==> src/rtl/min_sec_pkg.sv <==
// Shared types and constants for the BCD minutes:seconds countdown timer.
// The clamp helper is only used when LOAD_CLAMP_EN is defined.
package min_sec_pkg;

    typedef enum logic [1:0] {
        IDLE = 2'd0,
        RUN  = 2'd1,
        HOLD = 2'd2,
        DONE = 2'd3
    } state_e;

    localparam logic [3:0] DIG_MAX       = 4'd9;
    localparam logic [3:0] MIN_MAX_H_DEF = 4'd9;
    localparam logic [3:0] SEC_MAX_H_DEF = 4'd5;

    // Saturate a preset digit to the largest value legal in its position.
    function automatic logic [3:0] clamp_digit(input logic [3:0] d, input logic [3:0] max_val);
        return (d > max_val) ? max_val : d;
    endfunction

endpackage

==> src/rtl/bcd_digit_down.sv <==
// One BCD down-counting digit. It wraps to WRAP when decremented at zero
// and raises borrow_out so the next more-significant digit steps down.
module bcd_digit_down #(
    parameter logic [3:0] WRAP = 4'd9
) (
    input  logic       clk,
    input  logic       reset,
    input  logic       load,
    input  logic [3:0] load_val,
    input  logic       dec_in,
    output logic [3:0] digit,
    output logic       borrow_out
);

    logic [3:0] digit_d;
    logic [3:0] digit_q;

    // NOTE: every always_comb output gets a default first so no latch is inferred.
    always_comb begin
        digit_d = digit_q;
        if (load) begin
            digit_d = load_val;
        end else if (dec_in) begin
            digit_d = (digit_q == 4'd0) ? WRAP : digit_q - 4'd1;
        end
    end

    // NOTE: sequential state uses non-blocking assignments only.
    always_ff @(posedge clk) begin
        if (reset) begin
            digit_q <= 4'd0;
        end else begin
            digit_q <= digit_d;
        end
    end

    assign digit      = digit_q;
    assign borrow_out = dec_in & (digit_q == 4'd0);

endmodule

==> src/rtl/min_sec_countdown.sv <==
// BCD minutes:seconds countdown timer (99:59 .. 00:00) with run/hold/done control.
// Define LOAD_CLAMP_EN to saturate out-of-range preset digits on load.
module min_sec_countdown
    import min_sec_pkg::*;
#(
    parameter logic [3:0] MIN_MAX_H = MIN_MAX_H_DEF,
    parameter logic [3:0] SEC_MAX_H = SEC_MAX_H_DEF
) (
    input  logic       clk,
    input  logic       reset,
    input  logic       tick,
    input  logic       load,
    input  logic [3:0] pre_mh,
    input  logic [3:0] pre_ml,
    input  logic [3:0] pre_sh,
    input  logic [3:0] pre_sl,
    input  logic       en,
    output logic [3:0] MH,
    output logic [3:0] ML,
    output logic [3:0] SH,
    output logic [3:0] SL,
    output logic       running,
    output logic       done
);

    state_e     state_d, state_q;
    logic       done_d, done_q;
    logic [3:0] ld_mh, ld_ml, ld_sh, ld_sl;
    logic [4:0] borrow;
    logic       count_zero;
    logic       last_step;
    logic       dec_en;

`ifdef LOAD_CLAMP_EN
    assign ld_mh = clamp_digit(pre_mh, MIN_MAX_H);
    assign ld_ml = clamp_digit(pre_ml, DIG_MAX);
    assign ld_sh = clamp_digit(pre_sh, SEC_MAX_H);
    assign ld_sl = clamp_digit(pre_sl, DIG_MAX);
`else
    assign ld_mh = pre_mh;
    assign ld_ml = pre_ml;
    assign ld_sh = pre_sh;
    assign ld_sl = pre_sl;
`endif

    assign count_zero = ({MH, ML, SH, SL} == 16'h0000);
    assign last_step  = ({MH, ML, SH} == 12'h000) && (SL == 4'd1);
    assign dec_en     = !load && (state_q == RUN) && en && tick && !count_zero;
    assign borrow[0]  = dec_en;

    bcd_digit_down #(.WRAP(DIG_MAX)) u_sl (
        .clk(clk), .reset(reset), .load(load), .load_val(ld_sl),
        .dec_in(borrow[0]), .digit(SL), .borrow_out(borrow[1])
    );

    bcd_digit_down #(.WRAP(SEC_MAX_H)) u_sh (
        .clk(clk), .reset(reset), .load(load), .load_val(ld_sh),
        .dec_in(borrow[1]), .digit(SH), .borrow_out(borrow[2])
    );

    bcd_digit_down #(.WRAP(DIG_MAX)) u_ml (
        .clk(clk), .reset(reset), .load(load), .load_val(ld_ml),
        .dec_in(borrow[2]), .digit(ML), .borrow_out(borrow[3])
    );

    bcd_digit_down #(.WRAP(MIN_MAX_H)) u_mh (
        .clk(clk), .reset(reset), .load(load), .load_val(ld_mh),
        .dec_in(borrow[3]), .digit(MH), .borrow_out(borrow[4])
    );

    // A borrow out of MH cannot occur from a legal count; treat it as terminal anyway.
    always_comb begin
        state_d = state_q;
        done_d  = 1'b0;
        if (load) begin
            state_d = IDLE;
        end else begin
            case (state_q)
                IDLE: begin
                    if (en) begin
                        if (count_zero) begin
                            state_d = DONE;
                            done_d  = 1'b1;
                        end else begin
                            state_d = RUN;
                        end
                    end
                end
                RUN: begin
                    if (!en) begin
                        state_d = HOLD;
                    end else if (dec_en && (last_step || borrow[4])) begin
                        state_d = DONE;
                        done_d  = 1'b1;
                    end
                end
                HOLD: begin
                    if (en) begin
                        state_d = RUN;
                    end
                end
                DONE: begin
                    state_d = DONE;
                end
                default: begin
                    state_d = IDLE;
                end
            endcase
        end
    end

    always_ff @(posedge clk) begin
        if (reset) begin
            state_q <= IDLE;
            done_q  <= 1'b0;
        end else begin
            state_q <= state_d;
            done_q  <= done_d;
        end
    end

    assign running = (state_q == RUN);
    assign done    = done_q;

endmodule

==> config.mk <==
export PLATFORM = sky130hd
export DESIGN_NAME = min_sec_countdown
export DESIGN_NICKNAME = d
export VERILOG_FILES = /design/src/rtl/min_sec_pkg.sv /design/src/rtl/bcd_digit_down.sv /design/src/rtl/min_sec_countdown.sv
export SDC_FILE = /design/constraint.sdc
export NUM_CORES = 1
export LEC_CHECK = 0
export BUFFER_PORTS_ARGS = -buffer_cell sky130_fd_sc_hd__buf_2
export CORE_MARGIN = 5
export CORE_UTILIZATION = 35
export DETAILED_ROUTE_END_ITERATION = 10
export GPL_TIMING_DRIVEN = 0
export PLACE_DENSITY = 0.56
export SLEW_MARGIN = 30
export SYNTH_ARGS = -nofsm -noshare
export SYNTH_HDL_FRONTEND = slang
export SYNTH_SLANG_ARGS = --single-unit
==> constraint.sdc <==
create_clock -name clk -period 1.95 [get_ports clk]
set_input_delay 0.195 -clock clk [delete_from_list [all_inputs] [get_ports clk]]
set_output_delay 0.195 -clock clk [all_outputs]
set_load 0.05 [all_outputs]
==> metrics.md <==
| Metric | Value |
|---|---|
| Outcome | `finished, final reports clean` |
| Port Buffers | `37` |
| Overflow after GRT | `0` |
| Maximum clock path buffer count | `2` |
| Final Hold Viols | `0` |
| Period minus WS final | `1860 ps` |
| Post-synthesis cell type count | `45` |
| Synthesis-stage register bit count | `19` |
| Maximum clock frequency | `539 MHz` |
| Clk sinks | `19` |
| Hold_sp | `pre_ml[1]` |
| Most common cell after layout, fill and taps aside | `buf_2` |
| Ys Warns | `0` |
| Crit-path cells | `nor4_4 -> nand3_2 -> or4b_1 -> a32o_1` |
| DRT Wirelength | `3.18 mm` |
| Final design utilization | `47.2%` |
| Initial antenna violation count | `0` |
| First-pass GRT wire length | `5.29 mm` |
| Slowest stage cell, crit path | `or4b_1` |
| Fin nets | `197` |
| Sequential-to-total area share from yosys stat | `34.1%` |
| Post-Syn Area | `0.00111 mm²` |
| Ports | `39` |
| Final setup skew | `4.80 ps` |
| CP delay by family, top | `simple AND/OR/NAND/NOR gates` |
| Vias in the first global route | `1,136` |
| Area of the die | `0.00441 mm²` |
| Hold path cells | `3` |
| Fillers | `342` |
| Area of the multi-input gates | `703 µm²` |
| Chip height | `66.4 µm` |
| Static Leak | `0.000590 µW` |
| CP Class | `flop to flop` |
| Arr. time, crit path | `2070 ps` |
| Worst reg2reg path startpoint | `u_sl.digit[0]` |
| Tot Pwr | `940 µW` |
| RR Endpoint | `u_sh.digit[3]` |
| CTS H-tree lvls | `1` |
| Largest net degree at the start of global routing | `11` |
| Layout cells sized above 1 | `37.7%` |
| CP Depth | `4` |
| DP Cell Count | `211` |
| CTS clk-pin slew, worst paths | `110 ps` |
| Layout Cells excl Fill | `219` |
| WP data required | `2160 ps` |
| Worst skew pair latency | `310 ps` |
| Most frequent cells in the layout | `buf_2, dfxtp_1, nor2_1, inv_1` |
| Core Rows | `20` |
| HP Class | `input port to flop` |
| Inserted Clock Buffers | `3` |
| Slowest stage delay, CP | `530 ps` |
| Starting Density | `36.5%` |
| Core ar. | `0.00305 mm²` |
| Die width | `66.4 µm` |
| Reg2reg path depth | `4` |
| Area grow syn2layout | `29.2%` |
| Worst slew margin | `63.3%` |
| Max Cap Violations | `0` |
| Vias per cell | `5.57` |
| Diodes inserted | `0` |
| Root Buffer | `clkbuf_4` |
| CTS tree | `yes` |
| DRT Pass-1 Iters | `4` |
| Setup tns final | `0 ps` |
| Reg area | `384 µm²` |
| Cell Pwr Density | `653 mW/mm²` |
| Slew Limit Fails | `0` |
| Worst-Margin Slew | `551 ps` |
| Tcrit/Tclk final | `95.2%` |
| Crit path launch | `u_sl.digit[0]` |
| Post-Syn Nets | `151` |
| Worst Hold Path EP | `u_ml.digit[1]` |
| Gate Count Post-Synth | `130` |
| RSZ-0062 raised after global routing | `false` |
| Register-to-register setup slack | `90 ps` |
| Final Wtd Congestion | `0.749` |
| Buf/Inv on CP | `0` |
| Mapped Avg Cell Area | `8.58 µm²` |
| Critical Path Source Type | `flop` |
| Overall Global Routing Usage | `15.2%` |
| DRT iter0 DRCs | `71` |
| Remaining DRCs | `0` |
| Crit Path Max Fanout | `6` |
| Worst setup EP type | `flop` |
| Per-cell routed wire length | `14.5 µm` |
| Final setup vio count | `0` |
| VDD IR max | `0.000212 V` |
| Final ANT Viol Nets | `0` |
| HPWL Detailed | `2.35 mm` |
| Vias | `1,220` |
-- power breakdown --
part / internal (µW) / switching, µW / leakage (µW)
Sequential: 413 / 44.3 / 0.000158
Combinational: 97.7 / 175 / 0.000417
Clock: 79.9 / 131 / 0.0000150
Total: 590 / 350 / 0.000590
-- per-stage QoR --
stage          hold WS, ps  setup WS [ps]  cell area, µm²
2_1_floorplan          274           16.5            1120
3_3_place_gp           413           65.4            1360
3_5_place_dp           417           36.6            1360
4_1_cts               88.3           66.6            1390
5_1_grt               88.7          0.798            1440
6_report              89.7           93.5            1440
-- layer usage --
| metal | track usage [%] | part of all wire (%) |
|---|---|---|
| met1 | 19.1 | 45 |
| met2 | 26.1 | 48 |
| met3 | 3.23 | 6.0 |
| met4 | 3.81 | 1.2 |
| met5 | 0 | 0 |
-- worst register-to-register path: stages (launching register included) --
cell,delay (ps)
dfxtp_2,380
nor4_4,410
nand3_2,170
or4b_1,530
a32o_1,270
-- cell type report --
type / count / area share, %
clock buffers: 4 / 1.82
repair buffers: 41 / 14.9
flip-flops and latches: 19 / 26.7
well taps: 44 / 3.82
plain buffers: 6 / 1.82
inverters: 8 / 2.09
multi-input cells: 97 / 48.8
-- sequential cells by signal (all words and copies together), names as in the netlist --
| name | count |
|---|---|
| u_ml.digit | 4 |
| state_q | 2 |
| u_sl.digit | 4 |
| u_mh.digit | 4 |
| u_sh.digit | 4 |
| done | 1 |
-- cells in the mapped netlist, drive strengths merged --
master | instances | area share, %
dfxtp | 19 | 34
nor2 | 11 | 3.7
inv | 8 | 2.7
a21oi | 7 | 3.1
nand2 | 7 | 2.6
o21ai | 7 | 3.1
nand3 | 6 | 3.6
a221oi | 5 | 3.9
a311oi | 5 | 5.1
nor3 | 5 | 2.2
or3 | 5 | 2.9
nand4 | 4 | 2.2
nor4 | 4 | 6.1
buf | 3 | 1.2
clkbuf | 3 | 1.1
nand3b | 3 | 2.0
o211ai | 3 | 2.0
o31a | 3 | 2.6
and3 | 2 | 1.2
nand2b | 2 | 1.1
nor2b | 2 | 1.1
o311ai | 2 | 1.6
or4 | 2 | 1.7
or4b | 2 | 1.8
a211o | 1 | 0.79
a31oi | 1 | 0.56
a32o | 1 | 0.90
and3b | 1 | 0.79
and4 | 1 | 0.79
o21bai | 1 | 0.67
o22ai | 1 | 0.56
o31ai | 1 | 0.67
o41ai | 1 | 0.79
or2 | 1 | 0.56
-- repair_timing --
item                                    in CTS  in global routing
pin swaps                                    0                  3
buffers inserted                             0                  4
endpoints found under the setup margin       1                  6
gates resized for setup                      1                  3
hold buffers                                 0                  0
-- worst max-delay path by stage --
stage | end | slack, ps
2_1_floorplan | u_mh.digit[0] | 20
3_3_place_gp | u_mh.digit[0] | 70
3_5_place_dp | u_mh.digit[0] | 40
4_1_cts | u_mh.digit[0] | 70
5_1_grt | u_sh.digit[3] | 0.8
6_report | u_sh.digit[3] | 90
-- cell families (layout without fill, tap and decap cells) --
kind of cell	after synthesis	in the layout	synth area share (%)
flops	19	19	34.1
compound gates	39	39	26.4
simple gates	58	58	34.5
buf+inv	14	59	5.05
Note: power is estimated with default switching activity, not from simulation.
